<file path="src/rtl/cpu6_lsu_pkg.sv">
// cpu6 load/store unit: shared widths, encodings, state and request types.
// Optional bus timeout is enabled with `define CPU6_LSU_TIMEOUT_EN.
`ifndef CPU6_LSU_DEFINES
`define CPU6_LSU_DEFINES
`define CPU6_LSWIDTH_SIZE 2
`define CPU6_LSWIDTH_B 2'b00
`define CPU6_LSWIDTH_H 2'b01
`define CPU6_LSWIDTH_W 2'b10
`define CPU6_LSU_ST_SIZE 2
`define CPU6_LSU_ST_IDLE 2'd0
`define CPU6_LSU_ST_WAIT 2'd1
`define CPU6_LSU_ST_DONE 2'd2
`define CPU6_LSU_BE_SIZE 4
`endif

package cpu6_lsu_pkg;

  localparam int LSW_W = `CPU6_LSWIDTH_SIZE;
  localparam int BE_W = `CPU6_LSU_BE_SIZE;

  localparam logic [LSW_W-1:0] LSW_BYTE = `CPU6_LSWIDTH_B;
  localparam logic [LSW_W-1:0] LSW_HALF = `CPU6_LSWIDTH_H;
  localparam logic [LSW_W-1:0] LSW_WORD = `CPU6_LSWIDTH_W;

  typedef enum logic [`CPU6_LSU_ST_SIZE-1:0] {
    LSU_IDLE = `CPU6_LSU_ST_IDLE,
    LSU_WAIT = `CPU6_LSU_ST_WAIT,
    LSU_DONE = `CPU6_LSU_ST_DONE
  } lsu_state_e;

  typedef struct packed {
    logic [31:0] addr;
    logic [LSW_W-1:0] width;
    logic signext;
    logic we;
    logic [BE_W-1:0] be;
    logic [31:0] wdata;
  } lsu_req_t;

endpackage

</file>
<file path="src/rtl/cpu6_lsu_align.sv">
// cpu6 LSU lane logic: store replication/byte enables, misalign check,
// and load lane select with sign/zero extension. Purely combinational.
module cpu6_lsu_align
  import cpu6_lsu_pkg::*;
(
  input  logic [LSW_W-1:0] st_width,
  input  logic [1:0]       st_off,
  input  logic [31:0]      st_data,
  output logic [BE_W-1:0]  st_be,
  output logic [31:0]      st_wdata,
  output logic             misalign,
  input  logic [LSW_W-1:0] ld_width,
  input  logic [1:0]       ld_off,
  input  logic             ld_signext,
  input  logic [31:0]      ld_raw,
  output logic [31:0]      ld_data
);

  logic [7:0]  lane_b;
  logic [15:0] lane_h;

  always_comb begin
    st_be = '0;
    st_wdata = '0;
    misalign = 1'b0;
    unique case (1'b1)
      st_width == LSW_BYTE: begin
        st_be = 4'b0001 << st_off;
        st_wdata = {4{st_data[7:0]}};
      end
      st_width == LSW_HALF: begin
        st_be = st_off[1] ? 4'b1100 : 4'b0011;
        st_wdata = {2{st_data[15:0]}};
        misalign = st_off[0];
      end
      st_width == LSW_WORD: begin
        st_be = 4'b1111;
        st_wdata = st_data;
        misalign = |st_off;
      end
      default: misalign = 1'b1;
    endcase
  end

  always_comb begin
    unique case (ld_off)
      2'd0: lane_b = ld_raw[7:0];
      2'd1: lane_b = ld_raw[15:8];
      2'd2: lane_b = ld_raw[23:16];
      default: lane_b = ld_raw[31:24];
    endcase
    lane_h = ld_off[1] ? ld_raw[31:16] : ld_raw[15:0];
  end

  always_comb begin
    ld_data = ld_raw;
    unique case (1'b1)
      ld_width == LSW_BYTE:
        ld_data = {{24{ld_signext & lane_b[7]}}, lane_b};
      ld_width == LSW_HALF:
        ld_data = {{16{ld_signext & lane_h[15]}}, lane_h};
      default: ld_data = ld_raw;
    endcase
  end

endmodule

</file>
<file path="src/rtl/cpu6_lsu.sv">
// cpu6 load/store unit: one word-aligned req/ack bus access per request.
// Define CPU6_LSU_TIMEOUT_EN to abort WAIT with a bus error after TIMEOUT.
module cpu6_lsu
  import cpu6_lsu_pkg::*;
#(
  parameter int TIMEOUT = 255
) (
  input  logic                          clk,
  input  logic                          resetn,
  input  logic                          ex_valid,
  input  logic                          ex_memread,
  input  logic                          ex_memwrite,
  input  logic [`CPU6_LSWIDTH_SIZE-1:0] ex_lswidth,
  input  logic                          ex_loadsignext,
  input  logic [31:0]                   ex_addr,
  input  logic [31:0]                   ex_wdata,
  output logic                          lsu_stall,
  output logic                          lsu_done,
  output logic [31:0]                   lsu_rdata,
  output logic                          lsu_misalign,
  output logic                          lsu_buserr,
  output logic                          bus_req,
  output logic                          bus_we,
  output logic [31:0]                   bus_addr,
  output logic [BE_W-1:0]               bus_be,
  output logic [31:0]                   bus_wdata,
  input  logic                          bus_ack,
  input  logic [31:0]                   bus_rdata
);

  lsu_state_e state, next;
  lsu_req_t   req;

  logic            access;
  logic            in_wait;
  logic            in_done;
  logic            timeout;
  logic            misal_in;
  logic            misal_q;
  logic [BE_W-1:0] st_be;
  logic [31:0]     st_wdata;
  logic [31:0]     ld_data;
  logic [31:0]     rdata_q;

  assign access = ex_valid & (ex_memread | ex_memwrite);
  assign in_wait = (state == LSU_WAIT);
  assign in_done = (state == LSU_DONE);

  cpu6_lsu_align u_align (
    .st_width   (ex_lswidth),
    .st_off     (ex_addr[1:0]),
    .st_data    (ex_wdata),
    .st_be      (st_be),
    .st_wdata   (st_wdata),
    .misalign   (misal_in),
    .ld_width   (req.width),
    .ld_off     (req.addr[1:0]),
    .ld_signext (req.signext),
    .ld_raw     (bus_rdata),
    .ld_data    (ld_data)
  );

  always_ff @(posedge clk) begin
    if (!resetn) state <= LSU_IDLE;
    else state <= next;
  end

  always_comb begin
    next = state;
    lsu_stall = 1'b0;
    unique case (state)
      LSU_IDLE: begin
        if (access) begin
          lsu_stall = 1'b1;
          next = misal_in ? LSU_DONE : LSU_WAIT;
        end
      end
      LSU_WAIT: begin
        lsu_stall = 1'b1;
        if (bus_ack || timeout) next = LSU_DONE;
      end
      LSU_DONE: next = LSU_IDLE;
      default: next = LSU_IDLE;
    endcase
  end

  // Write wins when both memread and memwrite are set.
  always_ff @(posedge clk) begin
    if (!resetn) begin
      req <= '0;
      misal_q <= 1'b0;
      rdata_q <= '0;
    end else if (state == LSU_IDLE && access) begin
      req <= '{addr: ex_addr, width: ex_lswidth,
               signext: ex_loadsignext, we: ex_memwrite,
               be: st_be, wdata: st_wdata};
      misal_q <= misal_in;
      rdata_q <= '0;
    end else if (in_wait && bus_ack) begin
      rdata_q <= req.we ? '0 : ld_data;
    end
  end

`ifdef CPU6_LSU_TIMEOUT_EN
  localparam int CW = $clog2(TIMEOUT + 1);

  logic [CW-1:0] cnt;
  logic          buserr_q;

  // This WAIT cycle is the TIMEOUT-th one; an ack in it still wins.
  assign timeout = in_wait && (cnt == CW'(TIMEOUT - 1));

  always_ff @(posedge clk) begin
    if (!resetn) begin
      cnt <= '0;
      buserr_q <= 1'b0;
    end else if (state == LSU_IDLE) begin
      cnt <= '0;
      buserr_q <= 1'b0;
    end else if (in_wait && !bus_ack) begin
      cnt <= cnt + CW'(1);
      buserr_q <= timeout;
    end
  end

  assign lsu_buserr = in_done & buserr_q;
`else
  assign timeout = 1'b0;
  assign lsu_buserr = 1'b0;
`endif

  assign lsu_done = in_done;
  assign lsu_rdata = in_done ? rdata_q : '0;
  assign lsu_misalign = in_done & misal_q;

  assign bus_req = in_wait;
  assign bus_we = in_wait & req.we;
  assign bus_addr = in_wait ? {req.addr[31:2], 2'b00} : '0;
  assign bus_be = in_wait ? req.be : '0;
  assign bus_wdata = in_wait ? req.wdata : '0;

endmodule

</file>
<file path="config.mk">
export PLATFORM = sky130hd
export DESIGN_NAME = cpu6_lsu
export DESIGN_NICKNAME = d
export VERILOG_FILES = /design/src/rtl/cpu6_lsu_pkg.sv /design/src/rtl/cpu6_lsu_align.sv /design/src/rtl/cpu6_lsu.sv
export SDC_FILE = /design/constraint.sdc
export NUM_CORES = 1
export LEC_CHECK = 0
export BUFFER_PORTS_ARGS = -buffer_cell sky130_fd_sc_hd__buf_2
export CAP_MARGIN = 0
export CELL_PAD_IN_SITES_DETAIL_PLACEMENT = 1
export CELL_PAD_IN_SITES_GLOBAL_PLACEMENT = 1
export CORE_ASPECT_RATIO = 1.4
export CORE_MARGIN = 8
export CORE_UTILIZATION = 35
export CTS_CLUSTER_SIZE = 28
export DETAILED_ROUTE_END_ITERATION = 8
export GPL_ROUTABILITY_DRIVEN = 0
export PLACE_DENSITY_LB_ADDON = 0.1
export SYNTH_ARGS = -nofsm -noshare
export SYNTH_HDL_FRONTEND = slang
export SYNTH_SLANG_ARGS = --single-unit
</file>
<file path="constraint.sdc">
create_clock -name clk -period 2.15 [get_ports clk]
set_clock_uncertainty 0.05 [all_clocks]
set_input_delay 0.645 -clock clk [delete_from_list [all_inputs] [get_ports clk]]
set_output_delay 0.645 -clock clk [all_outputs]
set_load 0.01 [all_outputs]
</file>
# Word-level counts from Yosys, hierarchy flattened

Cells that the tools add are included.

Bitwise logic cells: 7
Multiplexer cells: 18
Reduce and logical (&&, ||, !) cells: 9
Eq/ne operators: 9
Shift operators: 1

Operator list:

| operator                                                               | number |
|---|---|
| 32-bit two-way mux                                                     | 4 |
| 32-bit case mux with 3 select lines                                    | 1 |
| 32-bit case mux with 2 select lines                                    | 1 |
| 8-bit case mux with 3 select lines                                     | 1 |
| 16-bit two-way mux                                                     | 1 |
| 4-bit case mux with 3 select lines                                     | 1 |
| 2-bit by 1-bit equality test with 1-bit output (second input constant) | 4 |
| 2-bit zero test                                                        | 4 |
| 4-bit two-way mux                                                      | 2 |
| 2-bit equality test (second input constant)                            | 3 |
| 2-bit two-way mux                                                      | 3 |
| 1-bit bitwise AND                                                      | 5 |
| 2-bit != test (second input constant)                                  | 2 |
| 2-bit case mux with 2 select lines                                     | 1 |
| 2-bit OR reduction                                                     | 2 |
| 1-bit by 2-bit left shift with 4-bit output (first input constant)     | 1 |
| 1-bit case mux with 3 select lines                                     | 1 |
| 1-bit logical AND                                                      | 2 |
| 1-bit case mux with 2 select lines                                     | 1 |
| 2-bit AND reduction                                                    | 1 |
| 1-bit two-way mux                                                      | 1 |
| 1-bit inverter                                                         | 1 |
| 1-bit bitwise OR                                                       | 1 |

Flip-flop bits (word level): 107
Word-level logic and storage cells: 53
Output and inout bits: 106

# Depth between registers and ports, before layout

Gate-level depths: netlist of run 1.

Depth after elaboration: 5
Mapped depth: 7
Gate-level depth less buffers: 4

# Modules after synthesis

A second synthesis of run 1 with hierarchy kept.

Cell total of the unflattened synthesis: 799
Area, all modules: 6303.5 um^2

Modules (own cells, without submodules):

| module         | sequential area each (um^2) | cells each | area an instance (um^2) | times used |
|---|---|---|---|---|
| cpu6_lsu       | 2142.1                      | 589        | 5013.6                  | 1 |
| cpu6_lsu_align | 0.0                         | 210        | 1290.0                  | 1 |

# Least setup slack after synthesis of run 1

OpenSTA, ideal clock, no wires.

Path kind: register to output
Start: register state[0]
End: output bus_wdata[10]
Data required time: 1.455 ns
Setup slack: 0.152 ns
Arrival time: 1.303 ns
Cell stages (with the launch flop): 6
Path through: dfxtp_1 -> inv_1 -> nor2_1 -> clkbuf_1 -> clkbuf_1 -> and2_1

Cells in the longest elaborated chain, start to end: 2

Ends and longest elaborated chain:

| what                                           | line            | source |
|---|---|---|
| start, declared                                | cpu6_lsu.sv:31  | `lsu_state_e state, next;` |
| start signal, assigned                         | cpu6_lsu.sv:65  | `else state <= next;` |
| 2-bit by 1-bit equality test with 1-bit output | cpu6_lsu.sv:46  | `assign in_wait = (state == LSU_WAIT);` |
| 32-bit two-way mux                             | cpu6_lsu.sv:140 | `assign bus_wdata = in_wait ? req.wdata : '0;` |
| end, declared                                  | cpu6_lsu.sv:26  | `output logic [31:0] bus_wdata,` |

Every way passes these cells.

# Final worst setup path of run 1

Start: register state[0]
End: output bus_addr[15]

Cells in the longest elaborated chain, start to end: 2

Ends and longest elaborated chain:

| what                                           | line            | source |
|---|---|---|
| 2-bit by 1-bit equality test with 1-bit output | cpu6_lsu.sv:46  |  |
| 32-bit two-way mux                             | cpu6_lsu.sv:138 | `assign bus_addr = in_wait ? {req.addr[31:2], 2'b00} : '0;` |
| end, declared                                  | cpu6_lsu.sv:24  | `output logic [31:0] bus_addr,` |

Every way passes these cells.

==> results of run 1 <==
-- through the flow --
stage / cell area [µm²] / hold WS, ns
detailed placement: 6750 / 0.388
global route: 7680 / 0.419
global placement: 6750 / 0.381
CTS: 7450 / 0.398
floorplan: 5530 / 0.367
finish: 7680 / 0.397
-- cell usage in the layout, fill, tap and decap left out, types with 20 or more instances in the layout --
master / count
buf_6: 43
a22o_1: 20
dfxtp_1: 105
buf_2: 164
and2_1: 64
nand2_1: 118
a21boi_0: 39
and2_4: 38
buf_4: 21
a21oi_1: 59
o21ai_0: 26
-- cells in the mapped netlist, types with 2 or more instances --
library cell  instances
nor2b_1              12
dfxtp_1             107
o21ai_0              26
o211ai_1              6
nand3b_1              8
mux2_2                9
nand2b_1             10
o311a_1               2
o21ai_1              11
o21ba_2               6
or3_1                 6
and2_1              101
nor2_1                7
nand2_1             118
o31ai_1               6
o211a_1               8
a21boi_0             39
clkbuf_1             35
mux2i_1               6
inv_1                10
o2bb2ai_1             8
a21oi_1              59
buf_6                 5
buf_4                 5
a22o_1               20
o21a_1                4
a32o_1                7
o21bai_1              2
buf_2                17
-- timing repair --
action / in CTS / in global routing
pin swaps: 17 / 16
cloned: 4 / 1
resized for setup: 54 / 46
setup buffers: 6 / 1
endpoints found under the setup margin: 87 / 92
-- registers in the layout (all words and copies together), names as in the netlist --
name and cells:
state 2, misal_q 1, req 72, rdata_q 32
-- layout make-up --
type	count	area, µm²	area share
Inverter	10	37.5	0.00489
Tap cell	196	245	0.0319
Timing Repair Buffer	242	1770	0.230
Clock inverter	7	106	0.0138
Sequential cell	107	2140	0.279
Multi-Input combinational cell	500	3150	0.411
Antenna cell	1	2.50	0.000326
Clock buffer	9	225	0.0293
-- critical path: stages (launching register included) --
cell and delay (ns):
dfxtp_2 0.35, inv_2 0.06, nor2_4 0.12, buf_6 0.16, clkbuf_16 0.17, and2_1 0.15
buf_2 0.13
-- cell families (layout without fill, tap and decap cells) --
| logic type | Yosys count | count (layout) | share of synthesized area |
|---|---|---|---|
| other cells | 1 | 4 | 0.000679 |
| flops | 107 | 107 | 0.388 |
| compound gates | 209 | 209 | 0.261 |
| buf+inv | 72 | 268 | 0.0630 |
| mux | 15 | 15 | 0.0292 |
| simple gates | 273 | 273 | 0.258 |
-- where the power goes --
| part | total, µW | internal [µW] | switching [µW] |
|---|---|---|---|
| sequential | 2140 | 2080 | 62.4 |
| combinational | 845 | 378 | 467 |
| clock | 1860 | 1040 | 820 |
-- routing by layer --
layer / wire length, µm / share of wire / vias up
met2: 11700 / 0.55 / 170
met1: 7420 / 0.35 / 2681
met5: 11 / 0.00052 / -
li1: - / - / 2686
met4: 656 / 0.031 / 2
met3: 1380 / 0.065 / 34
-- worst min path at each step --
stage | from | depth (start not counted) | slack [ns] | to
final | rdata_q[26] | 2 | 0.40 | rdata_q[26]
after detailed placement | rdata_q[26] | 2 | 0.39 | rdata_q[26]
after global placement | rdata_q[17] | 2 | 0.38 | rdata_q[17]
after CTS | rdata_q[26] | 2 | 0.40 | rdata_q[26]
after global routing | rdata_q[26] | 2 | 0.42 | rdata_q[26]
after floorplan | rdata_q[0] | 2 | 0.37 | rdata_q[0]
==> flow_metrics.env, run 1 <==
export IMPL_use_met2=0.391
export IMPL_fin_cells=1072
export IMPL_cts_max_path_buffers=2
export IMPL_grt_util_met1=0.198
export IMPL_cts_tree="built"
export IMPL_insertion_delay_ns=0.34
export IMPL_grtUsageTotal=0.203
export IMPL_synth_area_leaders="dfxtp_1 (39%), and2_1 (11%), nand2_1 (8.0%), a21oi_1 (5.3%), a21boi_0 (5.3%)"
export IMPL_tns_ns=-0.128
export IMPL_ir_drop_uv=360
export IMPL_synthToLayoutAreaGrowth_pct=39.1
export IMPL_antenna_found_initial=1
export IMPL_grt_first_pass_wirelength_um=32200
export IMPL_reg2regPathDepth=5
export IMPL_drv_cap=0
export IMPL_finalNetCount=975
export IMPL_slew_violations=0
export IMPL_grt_max_degree=45
export IMPL_async_reset_ff_frac=0
export IMPL_fillCellCount=1893
export IMPL_path_class="flip-flop to output port"
export IMPL_hp_class="flip-flop to flip-flop"
export IMPL_initial_core_util=0.355
export IMPL_cts_made_buffers=9
export IMPL_synth_edf_count=0
export IMPL_io_buffers=207
export IMPL_reg2reg_from="state[0]"
export IMPL_setup_slack_ns=-0.0219
export IMPL_critPathLaunchType="flip-flop"
export IMPL_power_density_nw_per_um2=631
export IMPL_die_h_um=165
export IMPL_ys_seq_area_frac=0.388
export IMPL_critPathCaptureType="output port"
export IMPL_hold_buffers=0
export IMPL_die_w_um=122
export IMPL_reg2reg_setup_slack_ns=0.31
export IMPL_cts_root_buf="clkbuf_16"
export IMPL_grtUsageMet3=0.0585
export IMPL_netlist_area_um2=5520
export IMPL_ant_nets=0
export IMPL_grt_pass1_vias=6208
export IMPL_synth_largest_area_cell="dfxtp_1"
export IMPL_period_share=1.01
export IMPL_worst_pin_slew_ns=0.946
export IMPL_dp_hpwl_um=15500
export IMPL_synth_top_area_frac=0.388
export IMPL_arrival_ns=1.48
export IMPL_min_period_ns=2.17
export IMPL_yosys_warnings=0
export IMPL_synth_ff_latch_count=107
export IMPL_rsz0062_at_grt="yes"
export IMPL_synth_flop_cell="dfxtp_1"
export IMPL_core_region_area_um2=15500
export IMPL_grt_busiest_layer="met2"
export IMPL_p_total_uw=4850
export IMPL_fmax_mhz=460
export IMPL_dieArea_um2=20100
export IMPL_route_detailed_drc=0
export IMPL_worstPathMaxFanout=13
export IMPL_critPathCapture="bus_addr[15]"
export IMPL_finalSetupViolations=16
export IMPL_viasPerCell=5.20
export IMPL_synth_cell_types=46
export IMPL_firstDrtPassIters=4
export IMPL_htreeDepth=3
export IMPL_rows=54
export IMPL_clock_sinks=107
export IMPL_drt_iter0_markers=263
export IMPL_power_leakage_uw=0.00345
export IMPL_grt_ovfl_total=0
export IMPL_drive_gt1_frac=0.369
export IMPL_routed_wl_um=21100
export IMPL_wl_per_cell_um=19.7
export IMPL_avgSynthCellArea_um2=8.16
export IMPL_synthCells=677
export IMPL_num_io_pins=211
export IMPL_num_vias=5573
export IMPL_hold_violations=0
export IMPL_r2r_end="req[25]"
export IMPL_max_slew_margin=0.367
export IMPL_critPathLaunch="state[0]"
export IMPL_status="finished, violations left"
export IMPL_clkSlewWorstSetupHoldPaths_ns=0.07
export IMPL_violations="setup timing"
export IMPL_dp_worst_setup_slack_ns=-0.0756
export IMPL_utilization=0.494
export IMPL_dp_cells=1043
export IMPL_critical_path_required_ns=1.45
Note: power is estimated with default switching activity, not from simulation.
==> run 2: changes to the inputs <==
SKIP_CTS_REPAIR_TIMING = 1   (was default)
==> flow_metrics.env, run 2 (synthesis gave the netlist of run 1 again) <==
export IMPL_worst_pin_slew_ns=0.943
export IMPL_cts_max_path_buffers=2
export IMPL_reg_top3="req: 72 flops, rdata_q: 32 flops, state: 2 flops"
export IMPL_drv_cap=0
export IMPL_violations="setup timing"
export IMPL_dieArea_um2=20100
export IMPL_hp_class="flip-flop to flip-flop"
export IMPL_core_region_area_um2=15500
export IMPL_fmax_mhz=452
export IMPL_fillCellCount=1867
export IMPL_final_common_cell="buf_2"
export IMPL_utilization=0.504
export IMPL_holdWs_ns=0.399
export IMPL_largest_register_ff_count=72
export IMPL_synthToLayoutAreaGrowth_pct=41.8
export IMPL_critPathLaunchType="flip-flop"
export IMPL_max_slew_margin=0.369
export IMPL_tns_ns=-2.17
export IMPL_firstDrtPassIters=4
export IMPL_p_total_uw=4870
export IMPL_period_share=1.03
export IMPL_grtUsageTotal=0.193
export IMPL_drive_gt1_frac=0.385
export IMPL_hold_violations=0
export IMPL_setup_slack_ns=-0.0621
export IMPL_rsz0062_at_grt="yes"
export IMPL_die_w_um=122
export IMPL_finalSetupViolations=87
export IMPL_wl_per_cell_um=20.2
export IMPL_clkSlewWorstSetupHoldPaths_ns=0.07
export IMPL_htreeDepth=3
export IMPL_critPathCaptureType="output port"
export IMPL_ant_nets=0
export IMPL_cts_made_buffers=9
export IMPL_routed_wl_um=21600
export IMPL_antenna_found_initial=1
export IMPL_multi_input_area_um2=3190
export IMPL_rows=54
export IMPL_clock_sinks=107
export IMPL_status="finished, violations left"
export IMPL_dp_hpwl_um=15500
export IMPL_ff_latch_area_um2=2140
export IMPL_grt_ovfl_total=0
export IMPL_min_period_ns=2.21
export IMPL_grt_pass1_vias=6062
export IMPL_worstPathMaxFanout=13
export IMPL_num_io_pins=211
export IMPL_num_vias=5620
export IMPL_route_detailed_drc=0
export IMPL_ir_drop_uv=370
export IMPL_path_class="flip-flop to output port"
export IMPL_viasPerCell=5.23
export IMPL_power_density_nw_per_um2=622
export IMPL_post_dp_cell_area_um2=6750
export IMPL_drt_iter0_markers=230
export IMPL_initial_core_util=0.355
export IMPL_cts_root_buf="clkbuf_16"
export IMPL_grt_first_pass_wirelength_um=30800
export IMPL_top_register="req"
export IMPL_grt_max_degree=52
export IMPL_insertion_delay_ns=0.34
export IMPL_slew_violations=0
export IMPL_final_cell_mix="buf_2 (153), nand2_1 (118), dfxtp_1 (105), a21oi_1 (59), buf_6 (57)"
export IMPL_power_leakage_uw=0.00349
export IMPL_critical_path_required_ns=1.45
export IMPL_finalNetCount=977
export IMPL_die_h_um=165
export IMPL_arrival_ns=1.52
export IMPL_cts_tree="built"
export IMPL_io_buffers=207
export IMPL_stdcell_area_um2=7830
==> run 2: cell types whose count changed in the layout (fill, tap and decap cells not counted) <==
| cell | before | now |
|---|---|---|
| buf_12 | 7 | 10 |
| buf_16 | 4 | 0 |
| buf_8 | 2 | 1 |
| buf_2 | 164 | 153 |
| buf_4 | 21 | 18 |
| clkbuf_16 | 10 | 14 |
| and2_1 | 64 | 51 |
| and2_4 | 38 | 51 |
| buf_6 | 43 | 57 |
==> run 2: final cells by class <==
cell class                 instances  share of cell area
antenna                            1            0.000320
clock buffer                       9              0.0288
clock inverter                     7              0.0136
inverter                          10             0.00479
multi-input combinational        500               0.407
sequential                       107               0.274
tap                              196              0.0313
timing repair buffer             244               0.240
==> run 2: power by group <==
group / switching, µW / internal (µW)
registers: 61.4 / 2080
logic: 474 / 382
clock network: 828 / 1040
total: 1360 / 3510
==> run 2: final timing paths <==
| kind | slack (ns) | depth (start not counted) | start | end |
|---|---|---|---|---|
| max reg2reg | 0.34 | 5 | req[41] | rdata_q[8] |
| min reg2reg | 0.40 | 2 | rdata_q[16] | rdata_q[16] |
| min | 0.40 | 2 | rdata_q[16] | rdata_q[16] |
| max | -0.06 | 6 | state[0] | bus_addr[15] |
==> run 2: stage by stage <==
stage,setup slack [ns],cells
2_1_floorplan,0.152,679
3_3_place_gp,0.00907,1043
3_5_place_dp,-0.0756,1043
4_1_cts,-0.107,1059
5_1_grt,-0.124,1073
6_report,-0.0621,1074
==> run 2: metal layers <==
metal,up-vias,global-route usage,routed length (µm)
li1,2692,-,-
met2,176,0.367,12100
met4,2,0.0678,644
met3,38,0.0575,1360
met5,-,0,9
met1,2712,0.193,7580
==> run 2: critical path, stage by stage, from the launching register on <==
cell,delay [ns]
dfxtp_2,0.38
inv_2,0.07
nor2_4,0.15
buf_12,0.15
clkbuf_16,0.15
and2_1,0.14
buf_2,0.13
